--- src/rtl/mult_arbiter.sv ---
// mult_arbiter: shares one shift-add multiplier between two requesters.
// Requests are granted round-robin, the multiplier gets a single start pulse, and a watchdog aborts a hung multiply.
//
// state | meaning
// IDLE  | no transaction; grant when the multiplier is idle and a request is present
// START | operands latched, mul_St high for this single cycle
// BUSY  | waiting for mul_Done while the watchdog counts towards TMO
module mult_arbiter #(
    parameter int WIDTH = 4,
    parameter int TMO   = 32
) (
    input  logic                 Clk,
    input  logic                 rst,
    input  logic                 req0,
    input  logic                 req1,
    input  logic [WIDTH-1:0]     a0,
    input  logic [WIDTH-1:0]     b0,
    input  logic [WIDTH-1:0]     a1,
    input  logic [WIDTH-1:0]     b1,
    output logic                 gnt0,
    output logic                 gnt1,
    output logic                 vld0,
    output logic                 vld1,
    output logic                 err0,
    output logic                 err1,
    output logic [2*WIDTH-1:0]   res0,
    output logic [2*WIDTH-1:0]   res1,
    output logic                 busy,
    output logic                 mul_St,
    output logic [WIDTH-1:0]     mul_A,
    output logic [WIDTH-1:0]     mul_B,
    input  logic                 mul_Idle,
    input  logic                 mul_Done,
    input  logic [2*WIDTH-1:0]   mul_P
);

    localparam int WDW = $clog2(TMO + 1);

    typedef enum logic [1:0] {
        IDLE  = 2'd0,
        START = 2'd1,
        BUSY  = 2'd2
    } state_t;

    state_t           state;
    logic             owner;
    logic             prio;
    logic [WIDTH-1:0] op_a;
    logic [WIDTH-1:0] op_b;
    logic [WDW-1:0]   wd;
    logic             winner;

    // A lone requester wins outright; on a tie the favoured requester wins.
    assign winner = (req0 && req1) ? prio : req1;

    assign mul_A = op_a;
    assign mul_B = op_b;

    always_ff @(posedge Clk or posedge rst) begin
        if (rst) begin
            state  <= IDLE;
            owner  <= 1'b0;
            prio   <= 1'b0;
            op_a   <= '0;
            op_b   <= '0;
            wd     <= '0;
            res0   <= '0;
            res1   <= '0;
            gnt0   <= 1'b0;
            gnt1   <= 1'b0;
            vld0   <= 1'b0;
            vld1   <= 1'b0;
            err0   <= 1'b0;
            err1   <= 1'b0;
            mul_St <= 1'b0;
            busy   <= 1'b0;
        end else begin
            gnt0   <= 1'b0;
            gnt1   <= 1'b0;
            vld0   <= 1'b0;
            vld1   <= 1'b0;
            err0   <= 1'b0;
            err1   <= 1'b0;
            mul_St <= 1'b0;
            case (state)
                IDLE: begin
                    if (mul_Idle && (req0 || req1)) begin
                        op_a   <= winner ? a1 : a0;
                        op_b   <= winner ? b1 : b0;
                        owner  <= winner;
                        gnt0   <= !winner;
                        gnt1   <= winner;
                        prio   <= !winner;
                        mul_St <= 1'b1;
                        busy   <= 1'b1;
                        state  <= START;
                    end
                end
                START: begin
                    wd    <= '0;
                    state <= BUSY;
                end
                BUSY: begin
                    // Done takes precedence over a watchdog expiry on the same edge.
                    if (mul_Done) begin
                        if (owner) begin
                            res1 <= mul_P;
                            vld1 <= 1'b1;
                        end else begin
                            res0 <= mul_P;
                            vld0 <= 1'b1;
                        end
                        busy  <= 1'b0;
                        state <= IDLE;
                    end else if (wd == WDW'(TMO - 1)) begin
                        err0  <= !owner;
                        err1  <= owner;
                        busy  <= 1'b0;
                        state <= IDLE;
                    end else begin
                        wd <= wd + 1'b1;
                    end
                end
                default: begin
                    busy  <= 1'b0;
                    state <= IDLE;
                end
            endcase
        end
    end

endmodule

--- config.mk ---
export PLATFORM = sky130hd
export DESIGN_NAME = mult_arbiter
export DESIGN_NICKNAME = d
export VERILOG_FILES = /design/src/rtl/mult_arbiter.sv
export SDC_FILE = /design/constraint.sdc
export NUM_CORES = 1
export LEC_CHECK = 0
export ABC_CLOCK_PERIOD_IN_PS = 1300
export BUFFER_PORTS_ARGS = -buffer_cell sky130_fd_sc_hd__buf_2
export CORE_UTILIZATION = 40
export DETAILED_ROUTE_END_ITERATION = 7
export PLACE_DENSITY_LB_ADDON = 0.12
export SYNTH_ARGS = -nofsm -noshare
export SYNTH_HDL_FRONTEND = slang
export SYNTH_SLANG_ARGS = --single-unit
--- constraint.sdc ---
create_clock -name Clk -period 1.3 [get_ports Clk]
set_input_delay 0.26 -clock Clk [delete_from_list [all_inputs] [get_ports Clk]]
set_output_delay 0.26 -clock Clk [all_outputs]
set_load 0.02 [all_outputs]
==> results of run 1 <==
[stage by stage]
step / total power [mW] / std cells / worst slack, ps
global placement: 4.01 / 260 / -107
detailed placement: 4.08 / 260 / -141
global route: 5.50 / 275 / -231
CTS: 5.17 / 274 / -121
floorplan: 3.33 / 136 / -79.8
finish: 5.17 / 275 / -120
[routing by layer]
layer / vias up / wire length (µm) / global-route usage
met1: 685 / 1710 / 0.235
li1: 677 / - / -
met5: - / 0 / 0
met2: 52 / 1830 / 0.300
met4: 0 / 101 / 0.120
met3: 12 / 255 / 0.0500
[path summary, 6_finish.rpt]
path,start,endpoint,cells past startpoint
setup / recovery,state[0],mul_B[1],4
hold / removal,rst,state[1],3
setup reg to reg,state[0],mul_B[1],4
hold reg to reg,busy,busy,2
max in group asynchronous,rst,wd[0],3
min in group Clk,a0[2],mul_A[2],3
[power by group through the flow]
stage | logic [mW] | registers (mW) | clock network [mW]
finish | 2.26 | 2.05 | 0.855
global route | 2.45 | 2.11 | 0.947
CTS | 2.24 | 2.05 | 0.882
detailed placement | 2.03 | 2.05 | 0
global placement | 1.98 | 2.03 | 0
floorplan | 0.771 | 2.56 | 0
[cell families (layout without fill, tap and decap cells)]
group,Yosys count,after routing,share of synthesized area
buffers and inverters,19,106,0.0504
muxes,16,16,0.102
DFF,42,42,0.596
adders and majority gates,1,1,0.00710
AOI/OAI and AO/OA,27,27,0.123
and+or+nand+nor,31,33,0.121
[Yosys cell counts, drive strengths merged]
| cell type | count |
|---|---|
| and3 | 3 |
| mux2 | 16 |
| a21o | 4 |
| dfrtp | 42 |
| a41oi | 1 |
| o21ai | 5 |
| a21oi | 1 |
| nor4b | 2 |
| nor3b | 5 |
| clkbuf | 2 |
| nand2 | 3 |
| a221o | 2 |
| a31oi | 3 |
| nand3 | 3 |
| nand2b | 2 |
| buf | 4 |
| o311ai | 1 |
| ha | 1 |
| inv | 13 |
| a222oi | 8 |
| a311oi | 1 |
| nor2 | 8 |
| a21boi | 1 |
| nand3b | 2 |
| and2b | 1 |
| nor2b | 1 |
| nor4 | 1 |
[worst max-delay path, cell delays in order (launching register included)]
cell      delay, ps
dfrtp_1         420
nor3b_4         290
o21ai_4         150
a222oi_1        350
inv_1            80
[final cells by class]
cell class                      instances  share of cell area
Timing Repair Buffer                   85               0.200
Multi-Input combinational cell         77               0.308
Clock inverter                          1             0.00196
Tap cell                               50              0.0245
Inverter                               13              0.0201
Sequential cell                        42               0.412
Clock buffer                            7              0.0339
[sequential cells by signal, summed over array words and instances (netlist names), 2 cells and up]
| register | count |
|---|---|
| res1 | 8 |
| mul_B | 4 |
| wd | 6 |
| mul_A | 4 |
| res0 | 8 |
| state | 2 |
[repair_timing]
item,CTS,global route
pin swaps,3,4
gates resized for setup,15,12
setup buffers,4,1
hold buffers,0,0
setup endpoints to repair,27,32
cloned,2,0
hold endpoints to repair,0,0
==> results.toml, run 1 <==
[run_status]
outcome = "finished with violations"
violations = "negative setup slack"

[global_route]
grt_pass1_wl_mm = 6.51
gr-total-overflow = 0
antenna_found_initial = 0
grt_pass1_vias = 1457
track_usage = 0.192
grt_max_degree = 43

[timing]
post-route-period-util = 1.09
hold_ws_ps = 16.9
setup_violations = 28
timing.setup.tns_ps = -1950
setup_slack_ps = -120
worst_pin_slew_ps = 316
relSlewSlack = 0.789
fin_skew_ps = 7.03
layout_min_cycle_time_ps = 1420
hold_viol_final = 0
rsz0062_at_grt = "true"
max_freq_ghz = 0.704
slew_violations = 0

[clock_tree]
numCtsBuffers = 5
cts_max_path_buffers = 2
clkSlewWorstSetupHoldPaths_ps = 80
clk_latency_ps = 290
cts_tree = "yes"
cts_sinks = 42
root_buffer = "clkbuf_8"
cts_max_level = 2

[worst_setup_path]
critPathMaxFanout = 10
cp-start-kind = "register"
crit_required_ps = 1470
crit_type = "reg2reg"
crit_path_end_kind = "register"
ff2ff_setup_slack_ps = -120
critical_path_arrival_ps = 1590

[floorplan]
core-area_um2 = 4120
rows = 23
dieArea_um2 = 4680
die_y_um = 68.4
start_util = 0.428
chipWidth_um = 68.4
io_pins = 62

[place]
numPortBuffers = 61
gp_congestion = 0.781
placed_cell_area_um2 = 2290
dp_hpwl_mm = 2.67

[cells_and_area]
layout_common_cells = "buf_2 (61), dfrtp_1 (42), buf_4 (21)"
syn_to_final_growth_pct = 44.6
final_area_um2 = 2550
fill_cells = 328
nets = 255
multi_input_area_um2 = 785
regArea_um2 = 1050
final_common_cell = "buf_2"
post-route-util = 0.620
layout-drive-gt1-share = 0.564
diodes = 0

[detailed_routing]
vias = 1426
route.detailed.drc = 0
ant_nets = 0
avgRoutedWirePerCell_um = 14.2
drtPass1Iterations = 5
routed_via_density = 5.19
wirelength_mm = 3.90
drt_iter0_markers = 90

[power_and_ir_drop]
p_sw_frac = 0.363
p_sw_mw = 1.88
ir_worst_vdd_v = 0.000947
seq_power_share = 0.396
combinationalPowerShare = 0.438
p_int_mw = 3.29
pwr-share-clk = 0.165
leakage_nw = 1.40
powerDensity_nw_per_um2 = 2030

[synth]
syn-instance-count = 136
synth_top_area_frac = 0.596
yosysWarnings = 0
yosysTopAreaCell = "dfrtp_1"
synth.distinct_cells = 35
syn_avg_cell_area_um2 = 13.0
syn_area_um2 = 1760
ys_ff_latch = 42
synthTopCellsByArea = "dfrtp_1 (60%), mux2_1 (10%), a222oi_1 (4.5%)"
synth-seq-area-share = 0.596
synth.net_count = 167

[job]
max_cap_violations = 0

[hold_path]
hold_path_class = "in2async"
(Power assumes the default switching activity.)
==> run 2: changes to the inputs <==
--- a/config.mk
+++ b/config.mk
@@ -10,6 +10,7 @@
 export CORE_UTILIZATION = 40
 export DETAILED_ROUTE_END_ITERATION = 7
 export PLACE_DENSITY_LB_ADDON = 0.12
+export REMOVE_ABC_BUFFERS = 1
 export SYNTH_ARGS = -nofsm -noshare
 export SYNTH_HDL_FRONTEND = slang
 export SYNTH_SLANG_ARGS = --single-unit
==> results.toml, run 2 (same netlist as run 1, synthesis figures left out) <==
[run_status]
outcome = "finished with violations"
violations = "negative setup slack"

[detailed_routing]
vias = 1425
drtPass1Iterations = 5
routed_via_density = 5.26
ant_nets = 0
wirelength_mm = 4.09
avgRoutedWirePerCell_um = 15.1
route.detailed.drc = 0
drt_iter0_markers = 105

[clock_tree]
root_buffer = "clkbuf_8"
cts_tree = "yes"
cts_hold_buf = 0
numCtsBuffers = 5
clk_latency_ps = 290
cts_max_path_buffers = 2
cts_max_level = 2
cts_sinks = 42
clkSlewWorstSetupHoldPaths_ps = 80

[floorplan]
core-area_um2 = 4120
dieArea_um2 = 4680
die_y_um = 68.4
rows = 23
start_util = 0.428
io_pins = 62
chipWidth_um = 68.4

[timing]
setup_slack_ps = -160
worst_pin_slew_ps = 479
max_freq_ghz = 0.685
relSlewSlack = 0.681
hold_viol_final = 0
slew_violations = 0
post-route-period-util = 1.12
rsz0062_at_grt = "true"
fin_skew_ps = 6.19
timing.setup.tns_ps = -2150
layout_min_cycle_time_ps = 1460
setup_violations = 25

[cells_and_area]
layout-drive-gt1-share = 0.552
layout_common_cells = "buf_2 (61), dfrtp_1 (42), buf_4 (19)"
fill_cells = 342
post-route-util = 0.607
regArea_um2 = 1050
nets = 251
final_common_cell = "buf_2"
top_regs = "res0 (8), res1 (8), wd (6)"
syn_to_final_growth_pct = 41.7
multi_input_area_um2 = 786
diodes = 0

[worst_setup_path]
crit_path_max_incr_delay_ps = 420
crit_chain = "and2b_4 -> nand2_4 -> nor2_4 -> mux2_4"
timing.rr.end = "res0[4]"
ff2ff_setup_slack_ps = -160
critical_path_arrival_ps = 1640
crit_slowest_cell = "dfrtp_1"
crit_type = "reg2reg"
crit_path_end_kind = "register"
cp-start-kind = "register"
r2r_start = "state[0]"
worstRegToRegCells = 4
crit_required_ps = 1480
critPathMaxFanout = 4

[job]
max_cap_violations = 0

[global_route]
grt_max_degree = 23
track_usage = 0.186
antenna_found_initial = 0
gr-total-overflow = 0
grt_pass1_wl_mm = 6.12
grt_pass1_vias = 1323

[place]
numPortBuffers = 61
gp_congestion = 0.811
dp_hpwl_mm = 2.74

[power_and_ir_drop]
leakage_nw = 1.37
powerDensity_nw_per_um2 = 2060
ir_worst_vdd_v = 0.000925

[hold_path]
hold_path_class = "in2async"
==> run 2: repair_timing <==
| item | CTS | global route |
|---|---|---|
| cloned | 1 | 1 |
| endpoints found under the hold margin | 0 | 0 |
| pin swaps | 5 | 4 |
| resized for setup | 14 | 21 |
| setup buffers | 0 | 2 |
| endpoints found under the setup margin | 28 | 30 |
==> run 2: layout make-up <==
class                           instances  share of cell area
Sequential cell                        42               0.421
Multi-Input combinational cell         77               0.314
Timing Repair Buffer                   81               0.184
Clock buffer                            7              0.0346
Tap cell                               50              0.0250
Inverter                               13              0.0195
Clock inverter                          1             0.00200
==> run 2: layer usage <==
layer  up-vias  track usage  share of wire
li1        666            -              -
met1       690        0.227           0.45
met2        65        0.298           0.46
met3         4       0.0617          0.076
met4         0       0.0781          0.012
met5         -            0              0
==> run 2: per-stage QoR <==
stage | total power, mW | cell area (µm²) | worst slack, ps | instances | hold slack, ps
after floorplan | 3.16 | 1720 | -186 | 130 | 331
after global placement | 3.83 | 2230 | -94.6 | 260 | 319
after detailed placement | 3.92 | 2230 | -179 | 260 | 332
after CTS | 4.93 | 2390 | -142 | 269 | 8.85
after global routing | 5.45 | 2500 | -215 | 271 | 34.0
final | 5.14 | 2500 | -160 | 271 | 5.70
==> run 2: critical path, delay by kind of cell, from the launching register on <==
family,cells,cell delay [ps]
multiplexers,1,320
flip-flops,1,420
AND/OR/NAND/NOR,3,610
==> run 2: power breakdown <==
group          switching (mW)  total [mW]  internal, mW  leakage, nW
combinational            1.14        2.18          1.04        0.788
sequential              0.321        2.09          1.77        0.533
clock                   0.443       0.872         0.429       0.0482
total                    1.90        5.14          3.24         1.37
==> run 2: worst max-delay path by stage <==
stage,from,endpoint,slack [ps]
3_3_place_gp,state[0],res0[2],-90
5_1_grt,state[0],mul_B[3],-210
4_1_cts,state[0],mul_B[3],-140
6_report,state[0],res0[4],-160
2_1_floorplan,state[1],res0[0],-190
3_5_place_dp,state[1],mul_B[3],-180
==> run 3: changes to the inputs <==
--- a/config.mk
+++ b/config.mk
@@ -7,9 +7,9 @@
 export LEC_CHECK = 0
 export ABC_CLOCK_PERIOD_IN_PS = 1300
 export BUFFER_PORTS_ARGS = -buffer_cell sky130_fd_sc_hd__buf_2
-export CORE_UTILIZATION = 40
+export CORE_UTILIZATION = 44
 export DETAILED_ROUTE_END_ITERATION = 7
-export PLACE_DENSITY_LB_ADDON = 0.12
+export PLACE_DENSITY_LB_ADDON = 0.3
 export REMOVE_ABC_BUFFERS = 1
 export SYNTH_ARGS = -nofsm -noshare
 export SYNTH_HDL_FRONTEND = slang
==> results.toml, run 3 (same netlist as run 1, synthesis figures left out) <==
[clock_tree]
clkSlewWorstSetupHoldPaths_ps = 80
root_buffer = "clkbuf_8"
cts_tree = "yes"
cts_max_level = 2
numCtsBuffers = 5
cts_sinks = 42
clk_latency_ps = 300
cts_max_path_buffers = 2

[timing]
hold_ws_ps = 168
max_freq_ghz = 0.684
setup_violations = 32
layout_min_cycle_time_ps = 1460
relSlewSlack = 0.784
timing.setup.tns_ps = -2960
fin_skew_ps = 11.1
hold_viol_final = 0
slew_violations = 0
rsz0062_at_grt = "true"
worst_pin_slew_ps = 325
post-route-period-util = 1.12
setup_slack_ps = -161

[cells_and_area]
multi_input_area_um2 = 816
diodes = 0
final_area_um2 = 2650
syn_to_final_growth_pct = 50.0
top_regs = "res0 (8), res1 (8), wd (6)"
layout-drive-gt1-share = 0.586
fill_cells = 267
layout_common_cells = "buf_2 (61), dfrtp_1 (42), buf_4 (24)"
final_common_cell = "buf_2"
nets = 262
post-route-util = 0.707
regArea_um2 = 1050

[run_status]
outcome = "finished with violations"
violations = "negative setup slack"

[detailed_routing]
avgRoutedWirePerCell_um = 16.6
drt_iter0_markers = 118
vias = 1519
wirelength_mm = 4.65
route.detailed.drc = 0
drtPass1Iterations = 5
routed_via_density = 5.43
ant_nets = 0

[power_and_ir_drop]
leakage_nw = 1.43
pwr-share-clk = 0.158
combinationalPowerShare = 0.448
seq_power_share = 0.394
p_sw_mw = 1.99
powerDensity_nw_per_um2 = 1990
ir_worst_vdd_v = 0.00130
p_int_mw = 3.27
p_sw_frac = 0.379

[global_route]
antenna_found_initial = 0
gr-total-overflow = 0
grt_pass1_vias = 1512
grt_pass1_wl_mm = 6.70
track_usage = 0.204
grt_max_degree = 25

[floorplan]
start_util = 0.471
rows = 22
chipWidth_um = 65.3
dieArea_um2 = 4260
core-area_um2 = 3740
io_pins = 62
die_y_um = 65.3

[worst_setup_path]
crit_type = "reg2reg"
cp-start-kind = "register"
critPathMaxFanout = 4
crit_path_end_kind = "register"
critical_path_arrival_ps = 1650
crit_required_ps = 1490

[place]
place_ws_ps = -155
gp_congestion = 0.936
dp_hpwl_mm = 2.82
placed_cell_area_um2 = 2230
numPortBuffers = 61

[job]
max_cap_violations = 0

[hold_path]
hold_path_class = "in2reg"
==> run 3: critical path, cell delays in order (launching register included) <==
cell and delay (ps):
dfrtp_1 430, and2b_2 320, nand2_4 100, nor2_4 180, mux2_4 310
==> run 3: layout make-up <==
type | instances | share of cell area
clock buffer | 6 | 0.0274
clock inverter | 2 | 0.00520
inverter | 13 | 0.0194
multi-input combinational | 77 | 0.308
sequential | 42 | 0.397
tap | 48 | 0.0227
timing repair buffer | 92 | 0.219
==> run 3: per-stage QoR <==
| step | total power, mW | std cells |
|---|---|---|
| finish | 5.27 | 280 |
| global placement | 3.86 | 258 |
| detailed placement | 3.95 | 258 |
| CTS | 4.96 | 269 |
| floorplan | 3.16 | 130 |
| global route | 5.55 | 280 |
==> run 3: power by group through the flow <==
stage	Clock (mW)	Combinational [mW]	Sequential, mW
finish	0.834	2.36	2.07
global route	0.912	2.52	2.11
CTS	0.839	2.09	2.03
detailed placement	0	1.92	2.03
global placement	0	1.85	2.01
floorplan	0	0.586	2.58
==> run 3: what timing repair did <==
action                                 4_1_cts  5_1_grt
hold buffers                                 1        0
setup endpoints to repair                   28       34
resized for setup                           17       29
endpoints found under the hold margin       13        0
setup buffers                                1       10
cloned                                       1        2
pin swaps                                    5       16
==> run 3: worst paths after layout <==
check / slack, ps / to / startpoint / cells past startpoint
hold reg to reg: 500 / res1[3] / res1[3] / 1
setup reg to reg: -160 / res0[2] / state[0] / 4
max in group asynchronous: 470 / wd[5] / rst / 4
min in group asynchronous: 560 / res0[3] / rst / 4
hold / removal: 170 / mul_A[3] / a0[3] / 3
setup / recovery: -160 / res0[2] / state[0] / 4
==> run 3: routing by layer <==
metal,share of wire,up-vias,global-route usage
met2,0.49,57,0.348
met1,0.44,761,0.248
met4,0.016,0,0.0707
met5,0,-,0
li1,-,693,-
met3,0.053,8,0.0556
